File: config.mk
export PLATFORM = sky130hd
export DESIGN_NAME = ins_fetch_unit_flat
export DESIGN_NICKNAME = d
export VERILOG_FILES = /design/src/rtl/ins_fetch_unit_pkg.sv /design/src/rtl/ins_fetch_unit_if.sv /design/src/rtl/ins_fetch_unit_fetch_fifo.sv /design/src/rtl/ins_fetch_unit.sv /design/src/flat_wrapper.sv
export SDC_FILE = /design/constraint.sdc
export NUM_CORES = 1
export LEC_CHECK = 0
export CORE_UTILIZATION = 51
export DETAILED_ROUTE_END_ITERATION = 7
export PLACE_DENSITY_LB_ADDON = 0.15
export SYNTH_ARGS = -nofsm -noshare
export SYNTH_HDL_FRONTEND = slang
export SYNTH_SLANG_ARGS = --single-unit
File: constraint.sdc
create_clock -name clk -period 5.3 [get_ports clk]
set_input_delay 1.06 -clock clk [delete_from_list [all_inputs] [get_ports clk]]
set_output_delay 1.06 -clock clk [all_outputs]
set_load 0.005 [all_outputs]
File: src/rtl/ins_fetch_unit_pkg.sv
// ins_fetch_unit_pkg
//   Shared processor-side definitions for the instruction fetch path:
//   instruction/address widths, default reset and exception vectors, and
//   the {addr, data} word carried through the prefetch FIFO.
package ins_fetch_unit_pkg;

  localparam int INS_W  = 16;
  localparam int ADDR_W = 16;

  localparam logic [ADDR_W-1:0] RESET_PC_DEF = 16'h0000;
  localparam logic [ADDR_W-1:0] EXCP_VEC_DEF = 16'h0004;

  typedef struct packed {
    logic [ADDR_W-1:0] addr;
    logic [INS_W-1:0]  data;
  } fetch_word_t;

endpackage

File: src/rtl/ins_fetch_unit_if.sv
// ins_fetch_unit_if
//   Bundles the program-ROM read bus and the instruction valid/ready
//   handshake toward decode.
//   master : fetch unit side (drives ROM request and instruction output)
//   slave  : environment side (ROM + decode consumer)
//   Signals:
//     mem_rd, mem_addr       ROM read strobe / address
//     mem_data               ROM data, one cycle after mem_rd
//     ins_out, ins_pc        instruction word at FIFO head and its address
//     ins_valid, ins_ready   handshake with the decode stage
interface ins_fetch_unit_if;
  import ins_fetch_unit_pkg::*;

  logic              mem_rd;
  logic [ADDR_W-1:0] mem_addr;
  logic [INS_W-1:0]  mem_data;
  logic [INS_W-1:0]  ins_out;
  logic [ADDR_W-1:0] ins_pc;
  logic              ins_valid;
  logic              ins_ready;

  modport master (
    output mem_rd, mem_addr, ins_out, ins_pc, ins_valid,
    input  mem_data, ins_ready
  );

  modport slave (
    input  mem_rd, mem_addr, ins_out, ins_pc, ins_valid,
    output mem_data, ins_ready
  );

endinterface

File: src/rtl/ins_fetch_unit_fetch_fifo.sv
// fetch_fifo
//   Prefetch FIFO of {addr, data} words with a dedicated head register so
//   the output holds its last value once the FIFO drains.
//   Ports:
//     clk, rst    clock, synchronous active-high reset
//     clr         flush all entries (head register keeps its value)
//     push        write push_word at the tail (caller guarantees room)
//     pop         remove the head entry (ignored when empty)
//     head        current head word
//     count       number of stored entries, 0..DEPTH
//     empty       count == 0
module fetch_fifo
  import ins_fetch_unit_pkg::*;
#(
  parameter int DEPTH = 4,
  localparam int PTR_W = $clog2(DEPTH),
  localparam int CNT_W = PTR_W + 1
) (
  input  logic              clk,
  input  logic              rst,
  input  logic              clr,
  input  logic              push,
  input  fetch_word_t       push_word,
  input  logic              pop,
  output fetch_word_t       head,
  output logic [CNT_W-1:0]  count,
  output logic              empty
);

  fetch_word_t      mem [DEPTH];
  fetch_word_t      head_q;
  logic [PTR_W-1:0] wr_ptr;
  logic [PTR_W-1:0] rd_ptr;
  logic [PTR_W-1:0] rd_nxt;
  logic             pop_ok;

  assign rd_nxt = rd_ptr + PTR_W'(1);
  assign pop_ok = pop && (count != '0);
  assign empty  = (count == '0);
  assign head   = head_q;

  always_ff @(posedge clk) begin
    if (push) mem[wr_ptr] <= push_word;
  end

  always_ff @(posedge clk) begin
    if (rst || clr) begin
      wr_ptr <= '0;
      rd_ptr <= '0;
      count  <= '0;
    end else begin
      if (push)   wr_ptr <= wr_ptr + PTR_W'(1);
      if (pop_ok) rd_ptr <= rd_nxt;
      case ({push, pop_ok})
        2'b10:   count <= count + CNT_W'(1);
        2'b01:   count <= count - CNT_W'(1);
        default: ;
      endcase
    end
  end

  // Head register tracks the entry at rd_ptr. With two or more entries the
  // successor is already in the array; with one entry a same-cycle push
  // becomes the new head. An empty FIFO leaves the last head in place.
  always_ff @(posedge clk) begin
    if (rst) begin
      head_q <= '0;
    end else if (!clr) begin
      if (pop_ok) begin
        if (count >= CNT_W'(2)) head_q <= mem[rd_nxt];
        else if (push)          head_q <= push_word;
      end else if (empty && push) begin
        head_q <= push_word;
      end
    end
  end

endmodule

File: src/rtl/ins_fetch_unit.sv
// ins_fetch_unit
//   Producer side of the 16-bit instruction path. Issues sequential reads
//   to a synchronous program ROM, buffers the returned words in a prefetch
//   FIFO and hands them to decode over a valid/ready handshake. Jumps and
//   exceptions flush the FIFO and drop the read still in flight.
//   Ports:
//     clk, rst    clock, synchronous active-high reset
//     bus         master side of ins_fetch_unit_if (ROM bus + ins handshake)
//     jmp         redirect pulse, target jmp_addr
//     excp        exception entry pulse (wins over jmp), target EXCP_VEC
//     excp_ret    return address captured on exception entry
module ins_fetch_unit
  import ins_fetch_unit_pkg::*;
#(
  parameter int                DEPTH    = 4,
  parameter logic [ADDR_W-1:0] RESET_PC = RESET_PC_DEF,
  parameter logic [ADDR_W-1:0] EXCP_VEC = EXCP_VEC_DEF
) (
  input  logic                 clk,
  input  logic                 rst,
  ins_fetch_unit_if.master     bus,
  input  logic                 jmp,
  input  logic [ADDR_W-1:0]    jmp_addr,
  input  logic                 excp,
  output logic [ADDR_W-1:0]    excp_ret
);

  localparam int CNT_W = $clog2(DEPTH) + 1;

  logic [ADDR_W-1:0] pc_q;
  logic              inflight_q;
  logic [ADDR_W-1:0] rd_addr;
  logic [ADDR_W-1:0] ret_addr;
  logic [CNT_W:0]    occ;
  logic              flush;
  logic              issue;
  logic              push;
  logic              pop;
  fetch_word_t       push_word;
  fetch_word_t       head;
  logic [CNT_W-1:0]  count;
  logic              empty;

  assign flush = jmp || excp;

  // Stage 0: issue. Occupancy counts the word still coming back from the
  // ROM, so a granted read always has a FIFO slot waiting for it.
  assign occ          = {1'b0, count} + {{CNT_W{1'b0}}, inflight_q};
  assign issue        = !rst && !flush && (occ < (CNT_W+1)'(DEPTH));
  assign bus.mem_rd   = issue;
  assign bus.mem_addr = pc_q;

  // Stage 1: return. pc advanced on issue, so the in-flight read is pc-1.
  // A flush in the return cycle kills that word before it reaches the FIFO.
  assign rd_addr        = pc_q - ADDR_W'(1);
  assign push           = inflight_q && !flush && !rst;
  assign push_word.addr = rd_addr;
  assign push_word.data = bus.mem_data;

  // Oldest instruction not yet consumed: FIFO head, else the live in-flight
  // read (no issue happens in a flush cycle, so an in-flight read is never
  // one already killed), else the next fetch address.
  assign ret_addr = !empty     ? head.addr :
                    inflight_q ? rd_addr   : pc_q;

  always_ff @(posedge clk) begin
    if (rst) begin
      pc_q       <= RESET_PC;
      inflight_q <= 1'b0;
      excp_ret   <= '0;
    end else begin
      inflight_q <= issue;
      if (excp) begin
        pc_q     <= EXCP_VEC;
        excp_ret <= ret_addr;
      end else if (jmp) begin
        pc_q <= jmp_addr;
      end else if (issue) begin
        pc_q <= pc_q + ADDR_W'(1);
      end
    end
  end

  fetch_fifo #(.DEPTH(DEPTH)) u_fifo (
    .clk       (clk),
    .rst       (rst),
    .clr       (flush),
    .push      (push),
    .push_word (push_word),
    .pop       (pop),
    .head      (head),
    .count     (count),
    .empty     (empty)
  );

  // Stage 2: present head to decode.
  assign bus.ins_valid = !empty && !flush && !rst;
  assign bus.ins_out   = head.data;
  assign bus.ins_pc    = head.addr;
  assign pop           = bus.ins_valid && bus.ins_ready;

endmodule
File: src/flat_wrapper.sv
// flat-port wrapper written by rule: the top's interface ports become plain ports
module ins_fetch_unit_flat import ins_fetch_unit_pkg::*;
#(
  parameter int                DEPTH    = 4,
  parameter logic [ADDR_W-1:0] RESET_PC = RESET_PC_DEF,
  parameter logic [ADDR_W-1:0] EXCP_VEC = EXCP_VEC_DEF
)
  (clk, rst, jmp, jmp_addr, excp, excp_ret, bus_mem_rd, bus_mem_addr, bus_ins_out, bus_ins_pc, bus_ins_valid, bus_mem_data, bus_ins_ready);
  ins_fetch_unit_if bus_i ();
  input  logic clk;
  input  logic rst;
  input  logic jmp;
  input  logic [ADDR_W-1:0] jmp_addr;
  input  logic excp;
  output logic [ADDR_W-1:0] excp_ret;
  output wire logic [$bits(bus_i.mem_rd)-1:0] bus_mem_rd;
  output wire logic [$bits(bus_i.mem_addr)-1:0] bus_mem_addr;
  output wire logic [$bits(bus_i.ins_out)-1:0] bus_ins_out;
  output wire logic [$bits(bus_i.ins_pc)-1:0] bus_ins_pc;
  output wire logic [$bits(bus_i.ins_valid)-1:0] bus_ins_valid;
  input wire logic [$bits(bus_i.mem_data)-1:0] bus_mem_data;
  input wire logic [$bits(bus_i.ins_ready)-1:0] bus_ins_ready;
  assign bus_mem_rd = bus_i.mem_rd;
  assign bus_mem_addr = bus_i.mem_addr;
  assign bus_ins_out = bus_i.ins_out;
  assign bus_ins_pc = bus_i.ins_pc;
  assign bus_ins_valid = bus_i.ins_valid;
  assign bus_i.mem_data = bus_mem_data;
  assign bus_i.ins_ready = bus_ins_ready;
  ins_fetch_unit #(.DEPTH(DEPTH), .RESET_PC(RESET_PC), .EXCP_VEC(EXCP_VEC)) u_core (.clk(clk), .rst(rst), .bus(bus_i), .jmp(jmp), .jmp_addr(jmp_addr), .excp(excp), .excp_ret(excp_ret));
endmodule
==> results of run 1 <==
==> cell usage in the layout, fill, tap and decap left out, drive strengths merged, types with 8 or more instances in the layout <==
| master | count |
|---|---|
| xnor2 | 26 |
| edfxtp | 128 |
| nor3 | 9 |
| a21oi | 67 |
| nand4 | 14 |
| clkbuf | 18 |
| buf | 10 |
| xor2 | 22 |
| a31oi | 13 |
| and3 | 8 |
| inv | 13 |
| nand2 | 63 |
| o21ai | 48 |
| clkdlybuf4s50 | 102 |
| nand3 | 18 |
| dfxtp | 72 |
| mux4 | 32 |
| nor2 | 44 |
| nand2b | 9 |
==> cells by family (layout without fill, tap and decap cells) <==
kind of cell             count (synthesis)  count (layout)  synth area share
AND/OR/NAND/NOR                        186             186            0.1079
multiplexers                            36              36           0.08855
buffers and inverters                   70             155           0.03335
flip-flops                             200             200            0.6152
XOR/XNOR                                48              48           0.04894
AO/OA/AOI/OAI                          145             145           0.09351
adder cells (fa/ha/maj)                  8               8           0.01253
==> critical path, delay by kind of cell <==
kind                   cells  cell delay [ns]
AND/OR/NAND/NOR            2             0.76
buffers and inverters      3             1.68
==> cell type report <==
cell class | count | area, µm²
sequential | 200 | 5286
clock inverter | 13 | 153.9
inverter | 12 | 45.04
timing repair buffer | 112 | 1096
multi-input combinational | 423 | 3030
fill | 1283 | 6208
tap | 220 | 275.3
clock buffer | 18 | 429.2
==> final timing paths <==
path / slack (ns) / depth (start not counted) / end
worst max-delay path: 0.74 / 5 / bus_mem_rd
worst min-delay path: 0.50 / 2 / u_core.excp_ret[9]
worst max register to register: 2.27 / 7 / u_core.u_fifo.head[28]
worst min register to register: 0.50 / 2 / u_core.excp_ret[9]
==> power by group through the flow <==
stage               clock network, W  logic (W)  registers [W]
global placement                   0   0.000197        0.00175
detailed placement                 0   0.000202        0.00175
floorplan                          0   0.000118        0.00173
global route                 0.00135   0.000224        0.00171
finish                       0.00128   0.000205        0.00171
CTS                          0.00129   0.000204        0.00171
==> registers in the layout, summed over array words and instances, names as in the netlist <==
| register | flops |
|---|---|
| u_core.excp_ret | 16 |
| u_core.u_fifo.rd_ptr | 2 |
| u_core.u_fifo.mem | 128 |
| u_core.inflight_q | 1 |
| u_core.u_fifo.head | 32 |
| u_core.u_fifo.wr_ptr | 2 |
| u_core.u_fifo.count | 3 |
| u_core.bus.mem_addr | 16 |
==> metal layers <==
| layer | up-vias | global-route usage |
|---|---|---|
| met2 | 224 | 0.3986 |
| met3 | 31 | 0.03691 |
| li1 | 2704 | - |
| met1 | 2902 | 0.3371 |
| met5 | - | 0 |
| met4 | 0 | 0.09690 |
==> per-stage QoR <==
| step | instance area (µm²) | utilization | power (W) | setup slack, ns |
|---|---|---|---|---|
| 2_1_floorplan | 8591 | - | 0.001849 | 2.309 |
| 3_3_place_gp | 9733 | 0.5890 | 0.001942 | 0.8931 |
| 3_5_place_dp | 9733 | 0.5890 | 0.001948 | 0.7936 |
| 4_1_cts | 10320 | 0.6243 | 0.003209 | 0.7704 |
| 5_1_grt | 10320 | 0.6243 | 0.003289 | 0.5369 |
| 6_report | 10320 | 0.6243 | 0.003196 | 0.7420 |
==> results_dict.tcl, run 1 <==
set metrics [dict create \
    synth_top_cell_by_area "edfxtp_1" \
    worstHoldStart "u_core.excp_ret[9]" \
    start_util 0.5199 \
    row_count 47 \
    crit_chain "clkdlybuf4s50_1, inv_1, nand2_1, nor3_1, clkdlybuf4s50_1" \
    yosysSeqAreaShare 0.6152 \
    htree_levels 4 \
    yosysMostFrequentCell "edfxtp_1" \
    period_minus_slack_ns 4.558 \
    clk_pin_slew_worst_paths_ns 0.07 \
    startpoint_type "input pin" \
    endpoint_kind "primary output" \
    wirelength_um 20470 \
    root_buffer "clkbuf_16" \
    ys_types 48 \
    crit_required_ns 4.24 \
    skew_ns 0.008047 \
    insertion_delay_ns 0.43 \
    synth_area_um2 8591 \
    drtIter0Drc 550 \
    synth_area_leaders "edfxtp_1 (45%), dfxtp_1 (17%), mux4_2 (8.4%)" \
    p_leak_nw 3.322 \
    combPwrFrac 0.064 \
    globalRouteTotalUtil 0.2462 \
    power.switching_w 0.0006803 \
    area_growth_pct 20.08 \
    fin_cells 998 \
    avgSynthCellArea_um2 12.40 \
    drv_cap 0 \
    cts_tree "done" \
    antennaDiodeCount 0 \
    io_pins 103 \
    critPathLaunch "jmp" \
    wl_met3_um 1067 \
    wirelength_met1_um 9168 \
    place_inst 967 \
    clockBufferDepth 2 \
    synth_nets 738 \
    slew_headroom 0.1467 \
    clockPowerShare 0.400 \
    ant_nets 0 \
    die_x_um 131.8 \
    slew_violations 0 \
    p_int_w 0.002515 \
    vias 5861 \
    sw_frac_of_total 0.2129 \
    seq_power_share 0.536 \
    synthTopCellsByCount "edfxtp_1 (128), dfxtp_1 (72), a21oi_1 (67), nand2_1 (63), nor2_1 (44)" \
    place_congestion 0.9211 \
    critPathKind "input pin to primary output" \
    ys_async_sr_fraction 0 \
    drc 0 \
    drive_above_1_share 0.1093 \
    hold_buffers 0 \
    wl_met2_um 9816 \
    detail_route.vias_per_cell 5.873 \
    rr_startpoint "u_core.bus.mem_addr[0]" \
    post-cts-setup-buffers 0 \
    antenna_found_initial 0 \
    path_common_cell "clkdlybuf4s50_1" \
    synth_edf_count 128 \
    holdWs_ns 0.5006 \
    cp_slowest_cell "clkdlybuf4s50_1" \
    cts_buffers 17 \
    netlist_instances 693 \
    setup_tns_ns 0 \
    grt_pass1_wl_um 32400 \
    grt_pass1_vias 5930 \
    slowest_delay_ns 0.61 \
    grt-ovfl-total 0 \
    ir_drop_mv 0.2267 \
    cts-resized-gates 0 \
    worst_slew_pin_slew_ns 1.277 \
    routedWlPerCell_um 20.51 \
    drt-pass1-iter-count 6 \
    coreArea_um2 16520 \
    cellPowerDensity_nw_per_um2 309.8 \
    ys_ff_latch 200 \
    grt_max_degree 42 \
    final.period_utilization 0.8600 \
    maxClockFrequency_mhz 219.4 \
    synth_top_area_frac 0.4474 \
    port_buffers 102 \
    path_max_fanout 23 \
    cts_sinks 200 \
    hold_viol 0 \
    cp.arrival_ns 3.50 \
    die_h_um 131.8 \
    yosys_warnings 0 \
    rsz0062_at_grt "false" \
    topRoutingLayerUsed "met4" \
    setup_viol 0 \
    layout.nets 811 \
    dp_hpwl_um 12600 \
    min_path_type "flip-flop to flip-flop" \
    synthFlopType "edfxtp_1" \
    die_area_um2 17370 \
    outcome "completed" \
]
Note: power is estimated with default switching activity, not from simulation.
==> run 2: changes to the inputs <==
--- a/config.mk
+++ b/config.mk
@@ -5,8 +5,11 @@
 export SDC_FILE = /design/constraint.sdc
 export NUM_CORES = 1
 export LEC_CHECK = 0
+export CORE_ASPECT_RATIO = 1.75
 export CORE_UTILIZATION = 51
+export CTS_CLUSTER_SIZE = 25
 export DETAILED_ROUTE_END_ITERATION = 7
+export GPL_ROUTABILITY_DRIVEN = 0
 export PLACE_DENSITY_LB_ADDON = 0.15
 export SYNTH_ARGS = -nofsm -noshare
 export SYNTH_HDL_FRONTEND = slang
==> results_dict.tcl, run 2 (synthesized netlist as in run 1, its figures left out) <==
set metrics [dict create \
    ir_drop_mv 0.2392 \
    ant_nets 0 \
    slew_violations 0 \
    grt_max_degree 42 \
    slowest_delay_ns 0.63 \
    path_common_cell "clkdlybuf4s50_1" \
    die_area_um2 17390 \
    layout_commonest_cell "edfxtp_1" \
    grt_pass1_wl_um 32870 \
    antenna_found_initial 0 \
    endpoint_kind "primary output" \
    min_path_type "flip-flop to flip-flop" \
    layout.nets 819 \
    worst_slew_pin_slew_ns 0.9061 \
    vias 5983 \
    cp.arrival_ns 3.28 \
    drc 0 \
    critPathKind "input pin to primary output" \
    root_buffer "clkbuf_16" \
    clockBufferDepth 2 \
    slew_headroom 0.3960 \
    antennaDiodeCount 0 \
    grt_pass1_vias 6073 \
    crit_required_ns 4.24 \
    clk_pin_slew_worst_paths_ns 0.08 \
    port_buffers 102 \
    cts_buffers 17 \
    insertion_delay_ns 0.43 \
    outcome "completed" \
    start_util 0.5224 \
    fin_util 0.6298 \
    coreArea_um2 16450 \
    place_inst 979 \
    hold_buffers 0 \
    area_growth_pct 20.56 \
    routedWlPerCell_um 20.58 \
    path_max_fanout 23 \
    largest_register_ffs 128 \
    setup_tns_ns 0 \
    globalRouteTotalUtil 0.2491 \
    htree_levels 4 \
    cts_tree "done" \
    drtIter0Drc 479 \
    maxClockFrequency_mhz 230.2 \
    wirelength_um 20800 \
    io_pins 103 \
    dp_hpwl_um 13160 \
    cp_slowest_cell "clkdlybuf4s50_1" \
    post-cts-setup-buffers 0 \
    drive_above_1_share 0.1156 \
    top_register "u_core.u_fifo.mem" \
    row_count 62 \
    period_minus_slack_ns 4.344 \
    cts-resized-gates 0 \
    crit_chain "clkdlybuf4s50_1, inv_1, nand2_1, buf_4, nor3_1, clkdlybuf4s50_1" \
    drv_cap 0 \
    final_cell_mix "edfxtp_1 (128), clkdlybuf4s50_1 (102), dfxtp_1 (71)" \
    final.period_utilization 0.8196 \
    die_h_um 173.7 \
    drt-pass1-iter-count 5 \
    cts_sinks 200 \
    hold_viol 0 \
    startpoint_type "input pin" \
    setup_viol 0 \
    cellPowerDensity_nw_per_um2 304.7 \
    fin_cells 1011 \
    p_leak_nw 3.363 \
    total_power_w 0.003156 \
    rsz0062_at_grt "false" \
    skew_ns 0.01337 \
    detail_route.vias_per_cell 5.918 \
    die_x_um 100.1 \
    grt-ovfl-total 0 \
]
## run 2: cell types whose count changed in the layout (fill, tap and decap cells not counted), moves of 3 or more
cell / change
buf_4: +8
clkinv_2: -3
inv_6: +3
inv_8: +4
and3_2: -4
and3_1: +4
bufinv_16: -3
## run 2: layout make-up
type	instances	area, µm²
well taps	224	280.3
fillers	1314	6088
repair buffers	120	1156
multi-input cells	423	3025
flip-flops and latches	200	5286
inverters	12	45.04
clock buffers	18	429.2
clock inverters	14	135.1
## run 2: final timing paths
kind	endpoint	start	cells after the start	slack (ns)
worst max register to register	u_core.u_fifo.count[2]	u_core.u_fifo.count[2]	9	2.42
worst min register to register	u_core.excp_ret[1]	u_core.excp_ret[1]	2	0.50
worst max-delay path	bus_mem_rd	jmp	6	0.96
worst min-delay path	u_core.excp_ret[1]	u_core.excp_ret[1]	2	0.50
## run 2: through the flow
stage          hold slack, ns  instance area [µm²]  setup slack (ns)
3_5_place_dp           0.4845                 9793            0.9953
5_1_grt                0.5219                10360            0.8219
2_1_floorplan          0.4764                 8591             2.309
4_1_cts                0.4976                10360            0.9774
6_report               0.4963                10360            0.9561
3_3_place_gp           0.4820                 9793             1.049
## run 2: report_power, final
group,switching (W),total [W],internal [W]
clock network,0.000611,0.00124,0.000626
logic,0.000113,0.000207,0.0000942
registers,0.0000264,0.00171,0.00169
## run 2: per-layer routing
layer	GRT usage	up-vias	wire, µm
li1	-	2718	-
met1	0.3068	2996	8247
met2	0.4431	243	11160
met3	0.03347	26	1043
met4	0.08877	0	354
met5	0	-	0
## run 2: worst max-delay path: cells and delay by family
kind	cells	cell delay, ns
and+or+nand+nor	2	0.31
buffers and inverters	4	1.92
==> run 3: changes to the inputs <==
==> constraint.sdc (replaced) <==
create_clock -name clk -period 4 [get_ports clk]
set_input_delay 0.8 -clock clk [delete_from_list [all_inputs] [get_ports clk]]
set_output_delay 0.8 -clock clk [all_outputs]
set_load 0.005 [all_outputs]
==> results_dict.tcl, run 3 (synthesized netlist as in run 1, its figures left out) <==
set metrics [dict create \
    globalRouteTotalUtil 0.2533 \
    setup_viol 0 \
    io_pins 103 \
    clk_pin_slew_worst_paths_ns 0.08 \
    grt_pass1_wl_um 33100 \
    setup_tns_ns 0 \
    startpoint_type "input pin" \
    detail_route.vias_per_cell 5.873 \
    insertion_delay_ns 0.43 \
    skew_ns 0.01235 \
    final_cell_mix "edfxtp_1 (128), clkdlybuf4s50_1 (102), dfxtp_1 (71)" \
    top_register "u_core.u_fifo.mem" \
    antenna_found_initial 0 \
    rsz0062_at_grt "false" \
    grt_pass1_vias 6198 \
    layout_commonest_cell "edfxtp_1" \
    drtIter0Drc 416 \
    wirelength_um 21050 \
    period_minus_slack_ns 3.409 \
    cts_sinks 200 \
    post-cts-setup-buffers 0 \
    outcome "completed" \
    path_max_fanout 12 \
    htree_levels 4 \
    port_buffers 102 \
    area_growth_pct 21.25 \
    clockBufferDepth 2 \
    cp.arrival_ns 2.61 \
    min_path_type "flip-flop to flip-flop" \
    fillers 1315 \
    slew_violations 0 \
    hold_viol 0 \
    cellPowerDensity_nw_per_um2 413.7 \
    drv_cap 0 \
    crit_required_ns 3.20 \
    maxClockFrequency_mhz 293.4 \
    worst_slew_pin_slew_ns 1.221 \
    die_h_um 173.7 \
    drc 0 \
    die_area_um2 17390 \
    vias 5943 \
    cts_buffers 17 \
    row_count 62 \
    antennaDiodeCount 0 \
    hold_buffers 0 \
    drive_above_1_share 0.1168 \
    final.period_utilization 0.8522 \
    ant_nets 0 \
    grt_max_degree 35 \
    start_util 0.5224 \
    cts-resized-gates 0 \
    die_x_um 100.1 \
    dp_hpwl_um 13670 \
    endpoint_kind "primary output" \
    drt-pass1-iter-count 5 \
    total_power_w 0.004309 \
    ir_drop_mv 0.2471 \
    layout.nets 820 \
    p_leak_nw 3.389 \
    routedWlPerCell_um 20.80 \
    largest_register_ffs 128 \
    slew_headroom 0.1851 \
    cts_tree "done" \
    coreArea_um2 16450 \
    root_buffer "clkbuf_16" \
    grt-ovfl-total 0 \
    critPathKind "input pin to primary output" \
]
-- run 3: cell types whose count changed in the layout (fill, tap and decap cells not counted) --
cell       delta
buf_4         +1
bufinv_16     +2
clkinv_2      -1
clkinv_4      +1
clkinv_8      +1
inv_6         -2
inv_8         -1
-- run 3: cell type report --
cell class | instances | area [µm²] | share of cell area
Timing Repair Buffer | 121 | 1164 | 0.1117
Tap cell | 224 | 280.3 | 0.02691
Sequential cell | 200 | 5286 | 0.5075
Clock buffer | 18 | 429.2 | 0.04120
Inverter | 12 | 45.04 | 0.004324
Multi-Input combinational cell | 423 | 3025 | 0.2905
Clock inverter | 14 | 186.4 | 0.01790
-- run 3: power by group --
part           switching, W  internal (W)
clock              0.000810      0.000954
sequential        0.0000353       0.00223
combinational      0.000151      0.000126
total              0.000997       0.00331
-- run 3: worst max-delay path, stage by stage --
cell and delay, ns:
clkdlybuf4s50_1 0.61, inv_1 0.15, nand2_1 0.26, nor3_1 0.26
clkdlybuf4s50_1 0.54
-- run 3: path summary, 6_finish.rpt --
| path | start | to | slack [ns] | cells past startpoint |
|---|---|---|---|---|
| setup / recovery | jmp | bus_mem_rd | 0.59 | 5 |
| hold / removal | u_core.excp_ret[9] | u_core.excp_ret[9] | 0.50 | 2 |
| setup reg to reg | u_core.u_fifo.count[2] | u_core.u_fifo.count[2] | 1.12 | 9 |
| hold reg to reg | u_core.excp_ret[9] | u_core.excp_ret[9] | 0.50 | 2 |
-- run 3: stage by stage --
| stage | std cells | hold WS (ns) | utilization | instance area, µm² | worst slack [ns] |
|---|---|---|---|---|---|
| 6_report | 1012 | 0.4958 | 0.6334 | 10420 | 0.5912 |
| 5_1_grt | 1012 | 0.5206 | 0.6334 | 10420 | 0.5296 |
| 4_1_cts | 1012 | 0.4983 | 0.6334 | 10420 | 0.5981 |
| 3_5_place_dp | 980 | 0.4867 | 0.5959 | 9801 | 0.6179 |
| 3_3_place_gp | 980 | 0.4813 | 0.5959 | 9801 | 0.6345 |
| 2_1_floorplan | 693 | 0.4764 | - | 8591 | 1.269 |
-- run 3: layer usage --
metal,vias to the layer above,global-route usage,share of wire
li1,2716,-,-
met1,2928,0.2955,0.38
met2,259,0.4560,0.54
met3,40,0.04153,0.053
met4,0,0.1033,0.027
met5,-,0,0
